===== src/rtl/clkdiv_pkg.sv =====
// Shared constants and helpers for the multi-channel clock divider.
// The optional per-channel tick counter is enabled with CLKDIV_CYCLE_CNT_EN.
package clkdiv_pkg;

    localparam int unsigned CLK_FREQ_DEFAULT = 50_000_000;
    localparam int          CYC_CNT_W        = 16;

    // Width of a channel index; never below one bit so a single channel still has a port.
    function automatic int ch_idx_width(input int num_ch);
        return (num_ch > 1) ? $clog2(num_ch) : 1;
    endfunction

    // Half-period in clock cycles for a target output frequency, truncated.
    function automatic int unsigned half_from_freq(
        input int unsigned freq,
        input int unsigned clk_freq = CLK_FREQ_DEFAULT
    );
        if (freq == 0) begin
            return 0;
        end
        return clk_freq / (2 * freq);
    endfunction

endpackage


===== src/rtl/clkdiv_channel.sv =====
// One divider channel: half-period counter, active/shadow divisor and registered outputs.
// With CLKDIV_CYCLE_CNT_EN a 16-bit tick counter is added.
module clkdiv_channel
    import clkdiv_pkg::*;
#(
    parameter int          CNT_W        = 32,
    parameter int unsigned DEFAULT_HALF = 500_000
) (
    input  logic             clk,
    input  logic             rst,
    input  logic             en,
    input  logic             sync,
    input  logic             wr,
    input  logic [CNT_W-1:0] wr_val,
    output logic             clk_out,
    output logic             tick,
    output logic             pending
`ifdef CLKDIV_CYCLE_CNT_EN
   ,output logic [CYC_CNT_W-1:0] cycle_cnt
`endif
);

    localparam logic [CNT_W-1:0] RST_HALF = CNT_W'(DEFAULT_HALF);

    logic [CNT_W-1:0] count;
    logic [CNT_W-1:0] half;
    logic [CNT_W-1:0] shadow;
    logic             running;
    logic             half_done;
    logic             tick_set;

    assign running   = en && (half != '0);
    assign half_done = (count == half - 1'b1);
    assign tick_set  = !sync && running && half_done && !clk_out;

    always_ff @(posedge clk or posedge rst) begin
        if (rst) begin
            count   <= '0;
            half    <= RST_HALF;
            shadow  <= RST_HALF;
            clk_out <= 1'b0;
            tick    <= 1'b0;
            pending <= 1'b0;
        end else begin
            tick <= tick_set;
            if (sync) begin
                // A write in the sync cycle bypasses the shadow and takes effect at once.
                count   <= '0;
                clk_out <= 1'b0;
                pending <= 1'b0;
                if (wr) begin
                    half   <= wr_val;
                    shadow <= wr_val;
                end else begin
                    half <= shadow;
                end
            end else begin
                if (!running) begin
                    count   <= '0;
                    clk_out <= 1'b0;
                    if (pending) begin
                        half    <= shadow;
                        pending <= 1'b0;
                    end
                end else if (half_done) begin
                    count   <= '0;
                    clk_out <= !clk_out;
                    if (clk_out && pending) begin
                        half    <= shadow;
                        pending <= 1'b0;
                    end
                end else begin
                    count <= count + 1'b1;
                end
                // Placed last so a same-cycle write stays pending after any load above.
                if (wr) begin
                    shadow  <= wr_val;
                    pending <= 1'b1;
                end
            end
        end
    end

`ifdef CLKDIV_CYCLE_CNT_EN
    always_ff @(posedge clk or posedge rst) begin
        if (rst) begin
            cycle_cnt <= '0;
        end else if (sync) begin
            cycle_cnt <= '0;
        end else if (tick_set) begin
            cycle_cnt <= cycle_cnt + 1'b1;
        end
    end
`endif

endmodule


===== src/rtl/clkdiv_multi.sv =====
// Multi-channel programmable clock divider / tick generator with runtime divisor updates.
// Define CLKDIV_CYCLE_CNT_EN to add the per-channel cycle_cnt output.
module clkdiv_multi
    import clkdiv_pkg::*;
#(
    parameter int          NUM_CH       = 4,
    parameter int          CNT_W        = 32,
    parameter int unsigned CLK_FREQ     = CLK_FREQ_DEFAULT,
    parameter int unsigned DEFAULT_HALF = half_from_freq(50, CLK_FREQ),
    localparam int         CH_IDX_W     = ch_idx_width(NUM_CH)
) (
    input  logic                clk,
    input  logic                rst,
    input  logic [NUM_CH-1:0]   en,
    input  logic                sync,
    input  logic                div_wr,
    input  logic [CH_IDX_W-1:0] div_ch,
    input  logic [CNT_W-1:0]    div_val,
    output logic [NUM_CH-1:0]   clk_out,
    output logic [NUM_CH-1:0]   tick,
    output logic [NUM_CH-1:0]   pending
`ifdef CLKDIV_CYCLE_CNT_EN
   ,output logic [NUM_CH*CYC_CNT_W-1:0] cycle_cnt
`endif
);

    logic [NUM_CH-1:0] wr_sel;

    // Out-of-range indices match no channel, so such writes fall through silently.
    always_comb begin
        wr_sel = '0;
        for (int i = 0; i < NUM_CH; i++) begin
            wr_sel[i] = div_wr && (div_ch == CH_IDX_W'(i));
        end
    end

    for (genvar i = 0; i < NUM_CH; i++) begin : g_ch
        clkdiv_channel #(
            .CNT_W        (CNT_W),
            .DEFAULT_HALF (DEFAULT_HALF)
        ) u_ch (
            .clk       (clk),
            .rst       (rst),
            .en        (en[i]),
            .sync      (sync),
            .wr        (wr_sel[i]),
            .wr_val    (div_val),
            .clk_out   (clk_out[i]),
            .tick      (tick[i]),
            .pending   (pending[i])
`ifdef CLKDIV_CYCLE_CNT_EN
           ,.cycle_cnt (cycle_cnt[i*CYC_CNT_W +: CYC_CNT_W])
`endif
        );
    end

endmodule

===== config.mk =====
export PLATFORM = sky130hd
export DESIGN_NAME = clkdiv_multi
export DESIGN_NICKNAME = d
export VERILOG_FILES = /design/src/rtl/clkdiv_pkg.sv /design/src/rtl/clkdiv_channel.sv /design/src/rtl/clkdiv_multi.sv
export SDC_FILE = /design/constraint.sdc
export NUM_CORES = 1
export LEC_CHECK = 0
export CAP_MARGIN = 20
export CORE_AREA = 5 5 149 258
export CTS_BUF_LIST = sky130_fd_sc_hd__clkbuf_16
export CTS_CLUSTER_SIZE = 14
export DETAILED_ROUTE_END_ITERATION = 10
export DIE_AREA = 0 0 154 263
export PLACE_DENSITY = 0.8
export SLEW_MARGIN = 20
export SYNTH_ARGS = -nofsm -noshare
export SYNTH_HDL_FRONTEND = slang
export SYNTH_SLANG_ARGS = --single-unit

===== constraint.sdc =====
create_clock -name clk -period 21.2 [get_ports clk]
set_input_delay 6.36 -clock clk [delete_from_list [all_inputs] [get_ports clk]]
set_output_delay 6.36 -clock clk [all_outputs]
set_load 0.03 [all_outputs]

==> impl_metrics.csv <==
group,metric,value,unit
critical_path,worstPathBufferInverterCount,5,
floorplanning,boundaryPins,54,
synthesis,netlist.top_cell.by_area,"sky130_fd_sc_hd__dfrtp_1",
cells_and_area,final_nets,2242,
timing,max_frequency,0.109,GHz
critical_path,cp_common_cell,"sky130_fd_sc_hd__buf_4",
flow_run,max-cap-violations,0,
place,routabilityCongestion,0.934,
clocking,cts_tree,"done",
synthesis,synth_cells,2192,
floorplanning,die-width,154,um
route,avgViaCountPerCell,6.20,
timing,clock_skew,0.0174,ns
route,drcViolationCount,0,
timing,finalCriticalPeriod,9.16,ns
floorplanning,die_height,263,um
floorplanning,core_area,0.0359,sq mm
route,drt_pass1_iterations,5,
outcome,outcome,"complete, no violations",
floorplanning,initial_utilization,62.6,%
critical_path,critPathKind,"in2async",
clocking,ctsResizeCount,0,
floorplanning,fp-row-count,92,
cells_and_area,syn2layout_area_growth,8.73,%
synthesis,synth_edf_count,0,
synthesis,yosys_warnings,0,
timing,report.final.hold_viol_count,0,
global_route,antenna_found_initial,0,
pwr,power_leakage,10.3,nW
critical_path,biggest_fanout_along_the_worst_timing_path,86,
synthesis,postSynthNetCount,2242,
cells_and_area,mostFrequentLayoutCell,"sky130_fd_sc_hd__dfrtp_1",
global_route,grt.total_usage,27.0,%
cells_and_area,post_route_cells_drive_above_1_share,15.0,%
timing,timing.hold.ws,0.480,ns
critical_path,endpoint_kind,"asynchronous set/reset pin",
global_route,grt.overflow.total,0,
place,port-buffer-count,53,
clocking,cts-buffers-inserted,37,
clocking,number_of_hold_repair_buffers_added_at_the_cts_stage,0,
clocking,clock_sink_count,396,
critical_path,critical-path-max-stage-delay,0.85,ns
clocking,clk_latency,0.55,ns
floorplanning,die_area,0.0405,sq mm
pwr,share_comb_of_total_power,22.1,%
timing,final-setup-viol-count,0,
cells_and_area,fillers,2728,
critical_path,cp_delay_by_family_top,"buffers and inverters",
synthesis,synthesis.area,0.0225,sq mm
timing,maxSlewViolCount,0,
clocking,htreeDepth,2,
synthesis,yosys_register_bits,396,
critical_path,worst-endpoint-required,21.74,ns
timing,rsz_0062_raised_after_global_routing,"no",
synthesis,synth.top_cells.by_area,"sky130_fd_sc_hd__dfrtp_1, sky130_fd_sc_hd__mux2_2, sky130_fd_sc_hd__mux2i_1",
clocking,clockRootBuffer,"sky130_fd_sc_hd__clkbuf_16",
global_route,first_global_vias,17205,
hold_path,holdCritPathClass,"reg2reg",
cells_and_area,number_of_antenna_cells_inserted,0,
pwr,sw_frac_of_total,31.8,%
timing,fin_crit_sh,43.2,%
pwr,vdd_drop_max,0.0866,mV
route,final_antenna_net_count,0,
route,routed_wire_length_per_instance,20.5,um
timing,max-slew-margin-rel,31.2,%
critical_path,critical_path_launch_point_type,"input pin",
place,half_perimeter_wire_length_after_detailed_placement,40.0,mm
synthesis,dominantRegCellSynth,"sky130_fd_sc_hd__dfrtp_1",
timing,max_slew.worst_pin.slew,1.03,ns
critical_path,cp_cell_sequence,"clkdlybuf4s50_1 -> inv_8 -> buf_4 -> buf_6 -> buf_4",
pwr,switching_power,0.000688,W
clocking,cts-root-to-sink-buffers,3,
synthesis,asyncSetResetFlopFracSynth,100,%
cells_and_area,layout.cells.most_common_list,"sky130_fd_sc_hd__dfrtp_1, sky130_fd_sc_hd__nor2_1, sky130_fd_sc_hd__mux2_2",
global_route,largest_net_degree_at_the_start_of_global_routing,87,
route,drt_first_iter_violations,900,
pwr,internal-power,0.00148,W
clocking,worst_setup_hold_path_clk_slew,0.06,ns
synthesis,postSynthAreaPerCell,10.3,sq um
critical_path,critPathArrivalTime,9.70,ns
pwr,power_frac_clock,30.6,%
timing,finalSetupTns,0,ns
pwr,p_seq_share,47.3,%
synthesis,part_of_the_yosys_area_used_for_sequential_elements,44.4,%
pwr,power-per-cell-area,88.5,mW/mm^2
critical_path,slowest_stage,"sky130_fd_sc_hd__buf_4",
clocking,post-cts-setup-buffer-count,0,
route,drt-total-wl,55.2,mm
route,total_vias_in_the_final_route,16687,
synthesis,synth_cell_types,78,
global_route,grt_first_pass_wirelength,89.6,mm
synthesis,synth_top_cell_area_share,37.8,%
stage by stage:
stage	cells	util [%]	total power (W)	worst slack (ns)	cell area, sq um
2_1_floorplan	2192	-	0.00136	3.92	22500
3_3_place_gp	2623	64.7	0.00147	11.07	23300
3_5_place_dp	2623	64.8	0.00150	11.03	23300
4_1_cts	2690	68.0	0.00217	11.62	24400
5_1_grt	2690	68.1	0.00227	11.46	24400
6_report	2690	68.1	0.00216	12.04	24400
worst reg2reg max path, cell delays in order, from the launching register on:
cell and delay [ns]:
sky130_fd_sc_hd__dfrtp_1 0.46, sky130_fd_sc_hd__inv_1 0.09, sky130_fd_sc_hd__ha_1 0.29, sky130_fd_sc_hd__or4b_2 0.66, sky130_fd_sc_hd__nor4_1 0.80, sky130_fd_sc_hd__nand3_1 0.30, sky130_fd_sc_hd__a211oi_1 0.35, sky130_fd_sc_hd__nand4_1 0.29
sky130_fd_sc_hd__a21boi_2 0.21, sky130_fd_sc_hd__buf_4 0.31, sky130_fd_sc_hd__nor2_2 0.19, sky130_fd_sc_hd__buf_4 0.29, sky130_fd_sc_hd__a221o_1 0.38
logic make-up (layout without fill, tap and decap cells):
| kind of cell | Yosys count | in the layout | synth area share, % |
|---|---|---|---|
| simple gates | 790 | 790 | 18.3 |
| flops | 396 | 396 | 44.4 |
| mux | 338 | 338 | 16.1 |
| xor+xnor | 285 | 285 | 11.1 |
| buf+inv | 204 | 232 | 3.83 |
| compound gates | 170 | 170 | 5.79 |
| fa+ha+maj | 9 | 9 | 0.490 |
power groups by stage:
stage	sequential, W	combinational (W)	clock (W)
floorplan	0.000972	0.000390	0
global placement	0.00102	0.000452	0
detailed placement	0.00103	0.000475	0
CTS	0.00102	0.000478	0.000672
global route	0.00104	0.000528	0.000698
finish	0.00102	0.000479	0.000662
final timing paths:
path / to / slack, ns / cells past startpoint / start
max: g_ch[0].u_ch.count[5] / 12.04 / 5 / rst
min reg2reg: g_ch[3].u_ch.tick / 0.48 / 1 / g_ch[3].u_ch.clk_out
min: g_ch[3].u_ch.tick / 0.48 / 1 / g_ch[3].u_ch.clk_out
min in group asynchronous: g_ch[3].u_ch.half[23] / 6.27 / 2 / rst
max in group clk: g_ch[0].u_ch.half[2] / 12.36 / 7 / div_wr
max reg2reg: g_ch[3].u_ch.half[10] / 16.47 / 12 / g_ch[3].u_ch.half[0]
cells in the mapped netlist (43+ instances only):
| cell type | instances |
|---|---|
| sky130_fd_sc_hd__and3_1 | 67 |
| sky130_fd_sc_hd__clkbuf_1 | 78 |
| sky130_fd_sc_hd__dfrtp_1 | 340 |
| sky130_fd_sc_hd__dfstp_2 | 56 |
| sky130_fd_sc_hd__inv_1 | 95 |
| sky130_fd_sc_hd__mux2_2 | 177 |
| sky130_fd_sc_hd__mux2i_1 | 153 |
| sky130_fd_sc_hd__nand2_1 | 102 |
| sky130_fd_sc_hd__nand3_1 | 89 |
| sky130_fd_sc_hd__nand4_1 | 43 |
| sky130_fd_sc_hd__nor2_1 | 231 |
| sky130_fd_sc_hd__nor3_1 | 65 |
| sky130_fd_sc_hd__nor4_1 | 45 |
| sky130_fd_sc_hd__xnor2_1 | 138 |
| sky130_fd_sc_hd__xor2_1 | 147 |
cell type report:
| class | count | area (sq um) | share of cell area, % |
|---|---|---|---|
| multi-input combinational | 1592 | 11700 | 47.7 |
| sequential | 396 | 9980 | 40.8 |
| clock buffer | 39 | 976 | 3.99 |
| timing repair buffer | 70 | 663 | 2.71 |
| tap | 470 | 588 | 2.41 |
| inverter | 95 | 364 | 1.49 |
| clock inverter | 28 | 201 | 0.824 |
layer usage:
metal | routed length (um) | vias to the layer above | GRT usage [%]
met2 | 28400 | 448 | 47.2
met3 | 1890 | 173 | 2.68
met4 | 3340 | 0 | 14.6
met1 | 21600 | 8321 | 32.4
met5 | 0 | - | 0
li1 | - | 7745 | -
registers in the layout, summed over array words and instances (netlist names):
name and count:
g_ch.u_ch.pending 4, g_ch.u_ch.shadow 128, g_ch.u_ch.half 128, g_ch.u_ch.tick 4, g_ch.u_ch.count 128, g_ch.u_ch.clk_out 4
Power figures use the tool's default switching activity.
